[config.mk]
export PLATFORM = sky130hd
export DESIGN_NAME = photonic_channel_arbiter_flat
export DESIGN_NICKNAME = d
export VERILOG_FILES = /design/src/rtl/photonic_channel_arbiter_if.sv /design/src/rtl/photonic_channel_arbiter.sv /design/src/flat_wrapper.sv
export SDC_FILE = /design/constraint.sdc
export NUM_CORES = 1
export LEC_CHECK = 0
export ABC_AREA = 1
export BUFFER_PORTS_ARGS = -buffer_cell sky130_fd_sc_hd__buf_2
export CAP_MARGIN = 0
export CORE_MARGIN = 8
export CORE_UTILIZATION = 30
export CTS_CLUSTER_DIAMETER = 80
export DETAILED_ROUTE_END_ITERATION = 12
export PLACE_DENSITY = 0.59
export SYNTH_ARGS = -nofsm -noshare
export SYNTH_HDL_FRONTEND = slang
export SYNTH_SLANG_ARGS = --single-unit
[constraint.sdc]
create_clock -name clk -period 8 [get_ports clk]
set_input_delay 0 -clock clk [delete_from_list [all_inputs] [get_ports clk]]
set_output_delay 0 -clock clk [all_outputs]
set_load 0.01 [all_outputs]
[src/rtl/photonic_channel_arbiter_if.sv]
// Request/grant bundle between the photonic nodes and the arbiter.
// Nodes drive max_node/req/req_len; the arbiter answers with grant and control.
interface photonic_channel_arbiter_if #(
  parameter int NODES = 4
);
  logic [15:0]         max_node;
  logic [NODES-1:0]    req;
  logic [16*NODES-1:0] req_len;
  logic [NODES-1:0]    grant;
  logic [31:0]         control_tx_packet;
  logic                control_valid;
  logic                tx_enable;
  logic [15:0]         current_node;
  logic                busy;

  modport master (
    output max_node,
    output req,
    output req_len,
    input  grant,
    input  control_tx_packet,
    input  control_valid,
    input  tx_enable,
    input  current_node,
    input  busy
  );

  modport slave (
    input  max_node,
    input  req,
    input  req_len,
    output grant,
    output control_tx_packet,
    output control_valid,
    output tx_enable,
    output current_node,
    output busy
  );
endinterface

[src/rtl/photonic_channel_arbiter.sv]
// Round-robin owner of the shared photonic waveguide.
// Ports: clk, rst (async high), bus (slave side of the request/grant bundle).
module photonic_channel_arbiter #(
  parameter int NODES        = 4,
  parameter int GUARD_CYCLES = 1
) (
  input  logic                      clk,
  input  logic                      rst,
  photonic_channel_arbiter_if.slave bus
);

  typedef enum logic [1:0] {
    IDLE,
    ANNOUNCE,
    BURST,
    GUARD
  } state_t;

  localparam logic [4:0]  NODES_W   = 5'(NODES);
  localparam logic [15:0] GUARD_LEN = 16'(GUARD_CYCLES);

  state_t      state_q, state_d;
  logic [4:0]  rr_q, rr_d;
  logic [4:0]  sel_q, sel_d;
  logic [15:0] len_q, len_d;
  logic [15:0] cnt_q, cnt_d;

  logic [4:0]  eff;
  logic [4:0]  start;
  logic        lo_hit, hi_hit;
  logic [4:0]  lo_id, hi_id, hit_id;
  logic [15:0] lo_len, hi_len, hit_len;
  logic [4:0]  rr_nxt;

  logic [NODES-1:0] grant_d, grant_q;
  logic [31:0]      pkt_d, pkt_q;
  logic             cv_d, cv_q;
  logic             tx_d, tx_q;
  logic [15:0]      cur_d, cur_q;
  logic             busy_d, busy_q;

  always_comb begin
    if (bus.max_node > 16'(NODES)) begin
      eff = NODES_W;
    end else begin
      eff = bus.max_node[4:0];
    end
  end

  // A pointer left beyond a shrunken range wraps into it.
  assign start = (eff == 5'd0) ? 5'd0 : rr_q % eff;

  // Rotating search as two priority scans: lowest eligible at or
  // above start wins, otherwise the lowest eligible overall.
  always_comb begin
    lo_hit = 1'b0;
    hi_hit = 1'b0;
    lo_id  = '0;
    hi_id  = '0;
    lo_len = '0;
    hi_len = '0;
    for (int i = NODES - 1; i >= 0; i--) begin
      if (bus.req[i] && (5'(i) < eff) &&
          (bus.req_len[16*i +: 16] != 16'd0)) begin
        lo_hit = 1'b1;
        lo_id  = 5'(i);
        lo_len = bus.req_len[16*i +: 16];
        if (5'(i) >= start) begin
          hi_hit = 1'b1;
          hi_id  = 5'(i);
          hi_len = bus.req_len[16*i +: 16];
        end
      end
    end
  end

  assign hit_id  = hi_hit ? hi_id : lo_id;
  assign hit_len = hi_hit ? hi_len : lo_len;
  // Advance with the same clamp that picked the node.
  assign rr_nxt  = (hit_id + 5'd1 >= eff) ? 5'd0 : hit_id + 5'd1;

  always_ff @(posedge clk or posedge rst) begin
    if (rst) begin
      state_q <= IDLE;
      rr_q    <= '0;
      sel_q   <= '0;
      len_q   <= '0;
      cnt_q   <= '0;
      grant_q <= '0;
      pkt_q   <= '0;
      cv_q    <= 1'b0;
      tx_q    <= 1'b0;
      cur_q   <= '0;
      busy_q  <= 1'b0;
    end else begin
      state_q <= state_d;
      rr_q    <= rr_d;
      sel_q   <= sel_d;
      len_q   <= len_d;
      cnt_q   <= cnt_d;
      grant_q <= grant_d;
      pkt_q   <= pkt_d;
      cv_q    <= cv_d;
      tx_q    <= tx_d;
      cur_q   <= cur_d;
      busy_q  <= busy_d;
    end
  end

  always_comb begin
    state_d = state_q;
    rr_d    = rr_q;
    sel_d   = sel_q;
    len_d   = len_q;
    cnt_d   = cnt_q;
    unique case (state_q)
      IDLE: begin
        if (lo_hit) begin
          state_d = ANNOUNCE;
          sel_d   = hit_id;
          len_d   = hit_len;
          rr_d    = rr_nxt;
        end
      end
      ANNOUNCE: begin
        state_d = BURST;
        cnt_d   = len_q;
      end
      BURST: begin
        // len is never 0 here, so the counter stops at 1.
        if (cnt_q == 16'd1) begin
          if (GUARD_CYCLES > 0) begin
            state_d = GUARD;
            cnt_d   = GUARD_LEN;
          end else begin
            state_d = IDLE;
          end
        end else begin
          cnt_d = cnt_q - 16'd1;
        end
      end
      GUARD: begin
        if (cnt_q <= 16'd1) begin
          state_d = IDLE;
        end else begin
          cnt_d = cnt_q - 16'd1;
        end
      end
      default: state_d = IDLE;
    endcase
  end

  // Outputs are decoded from the next state so they land in flops.
  always_comb begin
    grant_d = '0;
    pkt_d   = '0;
    cv_d    = 1'b0;
    tx_d    = 1'b0;
    cur_d   = '0;
    busy_d  = 1'b0;
    unique case (state_d)
      ANNOUNCE: begin
        cv_d   = 1'b1;
        pkt_d  = {11'd0, sel_d, len_d};
        cur_d  = {11'd0, sel_d};
        busy_d = 1'b1;
        for (int i = 0; i < NODES; i++) begin
          grant_d[i] = (sel_d == 5'(i));
        end
      end
      BURST: begin
        tx_d   = 1'b1;
        cur_d  = {11'd0, sel_d};
        busy_d = 1'b1;
        for (int i = 0; i < NODES; i++) begin
          grant_d[i] = (sel_d == 5'(i));
        end
      end
      GUARD: begin
        busy_d = 1'b1;
      end
      default: begin
      end
    endcase
  end

  assign bus.grant             = grant_q;
  assign bus.control_tx_packet = pkt_q;
  assign bus.control_valid     = cv_q;
  assign bus.tx_enable         = tx_q;
  assign bus.current_node      = cur_q;
  assign bus.busy              = busy_q;

endmodule
[src/flat_wrapper.sv]
// flat-port wrapper written by rule: the top's interface ports become plain ports
module photonic_channel_arbiter_flat 
#(
  parameter int NODES        = 4,
  parameter int GUARD_CYCLES = 1
)
  (clk, rst, bus_max_node, bus_req, bus_req_len, bus_grant, bus_control_tx_packet, bus_control_valid, bus_tx_enable, bus_current_node, bus_busy);
  photonic_channel_arbiter_if #(.NODES(NODES)) bus_i ();
  input  logic clk;
  input  logic rst;
  input wire logic [$bits(bus_i.max_node)-1:0] bus_max_node;
  input wire logic [$bits(bus_i.req)-1:0] bus_req;
  input wire logic [$bits(bus_i.req_len)-1:0] bus_req_len;
  output wire logic [$bits(bus_i.grant)-1:0] bus_grant;
  output wire logic [$bits(bus_i.control_tx_packet)-1:0] bus_control_tx_packet;
  output wire logic [$bits(bus_i.control_valid)-1:0] bus_control_valid;
  output wire logic [$bits(bus_i.tx_enable)-1:0] bus_tx_enable;
  output wire logic [$bits(bus_i.current_node)-1:0] bus_current_node;
  output wire logic [$bits(bus_i.busy)-1:0] bus_busy;
  assign bus_i.max_node = bus_max_node;
  assign bus_i.req = bus_req;
  assign bus_i.req_len = bus_req_len;
  assign bus_grant = bus_i.grant;
  assign bus_control_tx_packet = bus_i.control_tx_packet;
  assign bus_control_valid = bus_i.control_valid;
  assign bus_tx_enable = bus_i.tx_enable;
  assign bus_current_node = bus_i.current_node;
  assign bus_busy = bus_i.busy;
  photonic_channel_arbiter #(.NODES(NODES), .GUARD_CYCLES(GUARD_CYCLES)) u_core (.clk(clk), .rst(rst), .bus(bus_i));
endmodule
==> results_dict.tcl <==
set metrics [dict create \
    cts_buffers 9 \
    post_synth_inst_count 970 \
    design.final.nets 1188 \
    ys_seq_area_share_pct 30.04 \
    cts-htree-levels 3 \
    cap_violations 0 \
    path_max_fanout 21 \
    asyncSetResetFlopFracSynth_pct 100.0 \
    hold_end "u_core.len_q[4]" \
    fin_worst_skew_ns 0.004313 \
    number_of_antenna_violations_at_the_first_check_in_global_routing 0 \
    syn-mean-instance-area_um2 6.442 \
    floorplan.initialDensity_pct 30.10 \
    post_dp_cell_area_um2 6969 \
    ys_ff_latch 75 \
    core_area_um2 20760 \
    critPathBufInv 9 \
    remaining_drc_errors 0 \
    synth_top_cell_area_share_pct 30.04 \
    worst-endpoint-arrival_ns 7.11 \
    critical_path.slowest_cell "sky130_fd_sc_hd__ha_1" \
    share_seq_of_total_power_pct 37.6 \
    timing.final.setup_violations 0 \
    critical_path_cell_count 47 \
    vdd.ir_drop.worst_v 0.0001116 \
    setup_tns_final_ns 0 \
    achievable-frequency_ghz 0.1448 \
    netSwitchingFraction_pct 36.31 \
    power.clock.fraction_pct 30.4 \
    cell_count_of_the_worst_reg_to_reg_path 41 \
    synthFlopType "sky130_fd_sc_hd__dfrtp_1" \
    final.min_clock_period_ns 6.905 \
    vias_in_the_first_global_route 5947 \
    r2r_path_start "u_core.rr_q[2]" \
    clock_tree_from_tritoncts "built" \
    slew_violations 0 \
    grt_pass1_wl_um 30580 \
    firstDrtPassIters 5 \
    fillers 2318 \
    post_cts_buffers 0 \
    postLayoutSetupSlackWorst_ns 1.095 \
    globalRoute.totalOverflow 0 \
    max_slew_margin_pct 38.39 \
    post_synth_instance_area_um2 6248 \
    drt.antenna.violating_nets 0 \
    power.density_cell_area_nw_per_um2 169.8 \
    track_usage_pct 14.53 \
    ios 141 \
    worst_skew_pair.late_latency_ns 0.33 \
    result_of_the_run "complete, no violations" \
    place_ws_ns 0.7745 \
    critical_path_required_ns 8.20 \
    vias_per_std_cell 4.595 \
    cts.path.max_buffers 2 \
    path_clk_slew_ns 0.06 \
    timing.final.hold_violations 0 \
    cp_slowest_stage_delay_ns 0.33 \
    fp-row-count 53 \
    detailedRoute.firstIterationViolations 442 \
    synthToLayoutAreaGrowth_pct 16.18 \
    critPathLaunchType "input port" \
    net_sw_power_mw 0.4476 \
    power_frac_comb_pct 32.0 \
    power.internal_mw 0.7851 \
    tightestPinTransition_ns 0.9241 \
    root_buffer "sky130_fd_sc_hd__clkbuf_16" \
    cp_common_cell "sky130_fd_sc_hd__nand2_1" \
    fin_cells 1356 \
    regToRegSetupSlack_ns 1.31 \
    yosys.cell_count.top_type "sky130_fd_sc_hd__nand2_1" \
    layout_cell_area_excl_fill_um2 7259 \
    dr_total_vias 6231 \
    r2r_end "u_core.rr_q[0]" \
    synth.largest_area_cell "sky130_fd_sc_hd__dfrtp_1" \
    hold_buf_cts 1 \
    post-route-period-util_pct 86.32 \
    dieArea_um2 25700 \
    crit_path_end_kind "flop" \
    cts_sinks 75 \
    multiInputGateArea_um2 3400 \
    ys_warn_count 0 \
    buffer_ports.inserted 118 \
    antenna_cells 0 \
    place.gp.congestion 0.8813 \
    grt_start_max_net_pins 76 \
    ys_top_cells_by_area "sky130_fd_sc_hd__dfrtp_1, sky130_fd_sc_hd__nand2_1, sky130_fd_sc_hd__inv_1" \
    die_width_um 160.3 \
    fp.dieH_um 160.3 \
    area.sequential_um2 1877 \
    hpwl_um 15180 \
    place.detailed.instances 1339 \
    synth.lib_cells_used.distinct 48 \
    hp-class "in -> reg" \
    path_class "in -> reg" \
    holdPathStages 7 \
    critical_path.top_delay_family "simple AND/OR/NAND/NOR gates" \
    synthTopCellsByCount "sky130_fd_sc_hd__nand2_1, sky130_fd_sc_hd__inv_1, sky130_fd_sc_hd__nor2_1" \
    p_leak_nw 4.212 \
    ctsResizeCount 0 \
    min_from "bus_req_len[4]" \
    route.detailed.wl_per_inst_um 13.92 \
    drt-total-wl_um 18870 \
    number_of_enable_flip_flop_cells_after_synthesis 0 \
    rsz0062_at_grt "false" \
    totalPowerFinal_mw 1.233 \
    layout-drive-gt1-share_pct 17.21 \
]
==> flip-flops by register name, summed over array words and instances (netlist names) <==
| register | flops |
|---|---|
| u_core.bus.control_tx_packet | 21 |
| u_core.cnt_q | 16 |
| u_core.len_q | 16 |
| u_core.bus.current_node | 5 |
| u_core.sel_q | 5 |
| u_core.bus.grant | 4 |
| u_core.rr_q | 3 |
| u_core.state_q | 2 |
| u_core.bus.busy | 1 |
| u_core.bus.control_valid | 1 |
| u_core.bus.tx_enable | 1 |
==> logic make-up after synthesis <==
family | synth area share, %
buffers and inverters | 17.06
AO/OA/AOI/OAI | 11.13
AND/OR/NAND/NOR | 34.36
XOR/XNOR | 1.962
flip-flops | 30.04
adder cells (fa/ha/maj) | 5.326
other | 0.1202
==> final cells by class <==
type | instances | area share [%]
clock buffer | 11 | 3.344
timing repair buffer | 123 | 8.687
multi-input combinational | 673 | 46.83
sequential | 75 | 25.85
inverter | 194 | 10.03
tap | 275 | 4.740
clock inverter | 5 | 0.5171
==> placed cells by master (no fill, tap or decap), types with 2 or more instances in the layout <==
master,count
sky130_fd_sc_hd__nand2_2,5
sky130_fd_sc_hd__buf_2,118
sky130_fd_sc_hd__o21ai_0,41
sky130_fd_sc_hd__o21bai_1,2
sky130_fd_sc_hd__nand3b_1,3
sky130_fd_sc_hd__nor2_1,97
sky130_fd_sc_hd__nand3_1,82
sky130_fd_sc_hd__nand2_1,239
sky130_fd_sc_hd__nor2_2,4
sky130_fd_sc_hd__inv_1,183
sky130_fd_sc_hd__o22ai_1,8
sky130_fd_sc_hd__or2_2,18
sky130_fd_sc_hd__xor2_1,12
sky130_fd_sc_hd__nor4_1,8
sky130_fd_sc_hd__nor3_1,4
sky130_fd_sc_hd__a22oi_1,3
sky130_fd_sc_hd__o21ai_1,19
sky130_fd_sc_hd__ha_1,25
sky130_fd_sc_hd__nand4_1,22
sky130_fd_sc_hd__clkinvlp_4,2
sky130_fd_sc_hd__clkbuf_16,9
sky130_fd_sc_hd__a21oi_2,2
sky130_fd_sc_hd__conb_1,27
sky130_fd_sc_hd__dfrtp_1,75
sky130_fd_sc_hd__o211ai_1,4
sky130_fd_sc_hd__nor2_4,3
sky130_fd_sc_hd__xnor2_1,2
sky130_fd_sc_hd__inv_2,10
sky130_fd_sc_hd__buf_4,4
sky130_fd_sc_hd__a21oi_1,26
==> tightest hold or removal path, delay by kind of cell <==
family | cells | cell delay, ns
buffers and inverters | 3 | 0.19
and+or+nand+nor | 4 | 0.24
==> power by group through the flow <==
| stage | clock, mW | combinational [mW] | sequential (mW) |
|---|---|---|---|
| 2_1_floorplan | 0 | 0.302 | 0.461 |
| 3_3_place_gp | 0 | 0.386 | 0.469 |
| 3_5_place_dp | 0 | 0.389 | 0.468 |
| 4_1_cts | 0.384 | 0.392 | 0.463 |
| 5_1_grt | 0.400 | 0.453 | 0.470 |
| 6_report | 0.375 | 0.395 | 0.463 |
==> worst max-delay path by stage <==
| stage | start | to |
|---|---|---|
| 2_1_floorplan | bus_max_node[8] | u_core.rr_q[0] |
| 3_3_place_gp | bus_max_node[8] | u_core.rr_q[0] |
| 3_5_place_dp | bus_max_node[5] | u_core.rr_q[0] |
| 4_1_cts | bus_max_node[5] | u_core.rr_q[0] |
| 5_1_grt | bus_max_node[12] | u_core.rr_q[0] |
| 6_report | bus_max_node[8] | u_core.rr_q[0] |
==> per-stage QoR <==
step	util [%]	hold slack, ns
after global routing	34.98	0.1569
after detailed placement	33.58	0.3493
after CTS	34.98	0.1139
final	34.98	0.1236
after floorplan	-	0.2891
after global placement	33.58	0.3476
==> metal layers <==
metal	part of all wire, %	GRT usage (%)
met1	48	20.43
met2	44	22.71
met4	1.2	2.931
met5	0	0
met3	6.1	2.867
Note: power is estimated with default switching activity, not from simulation.
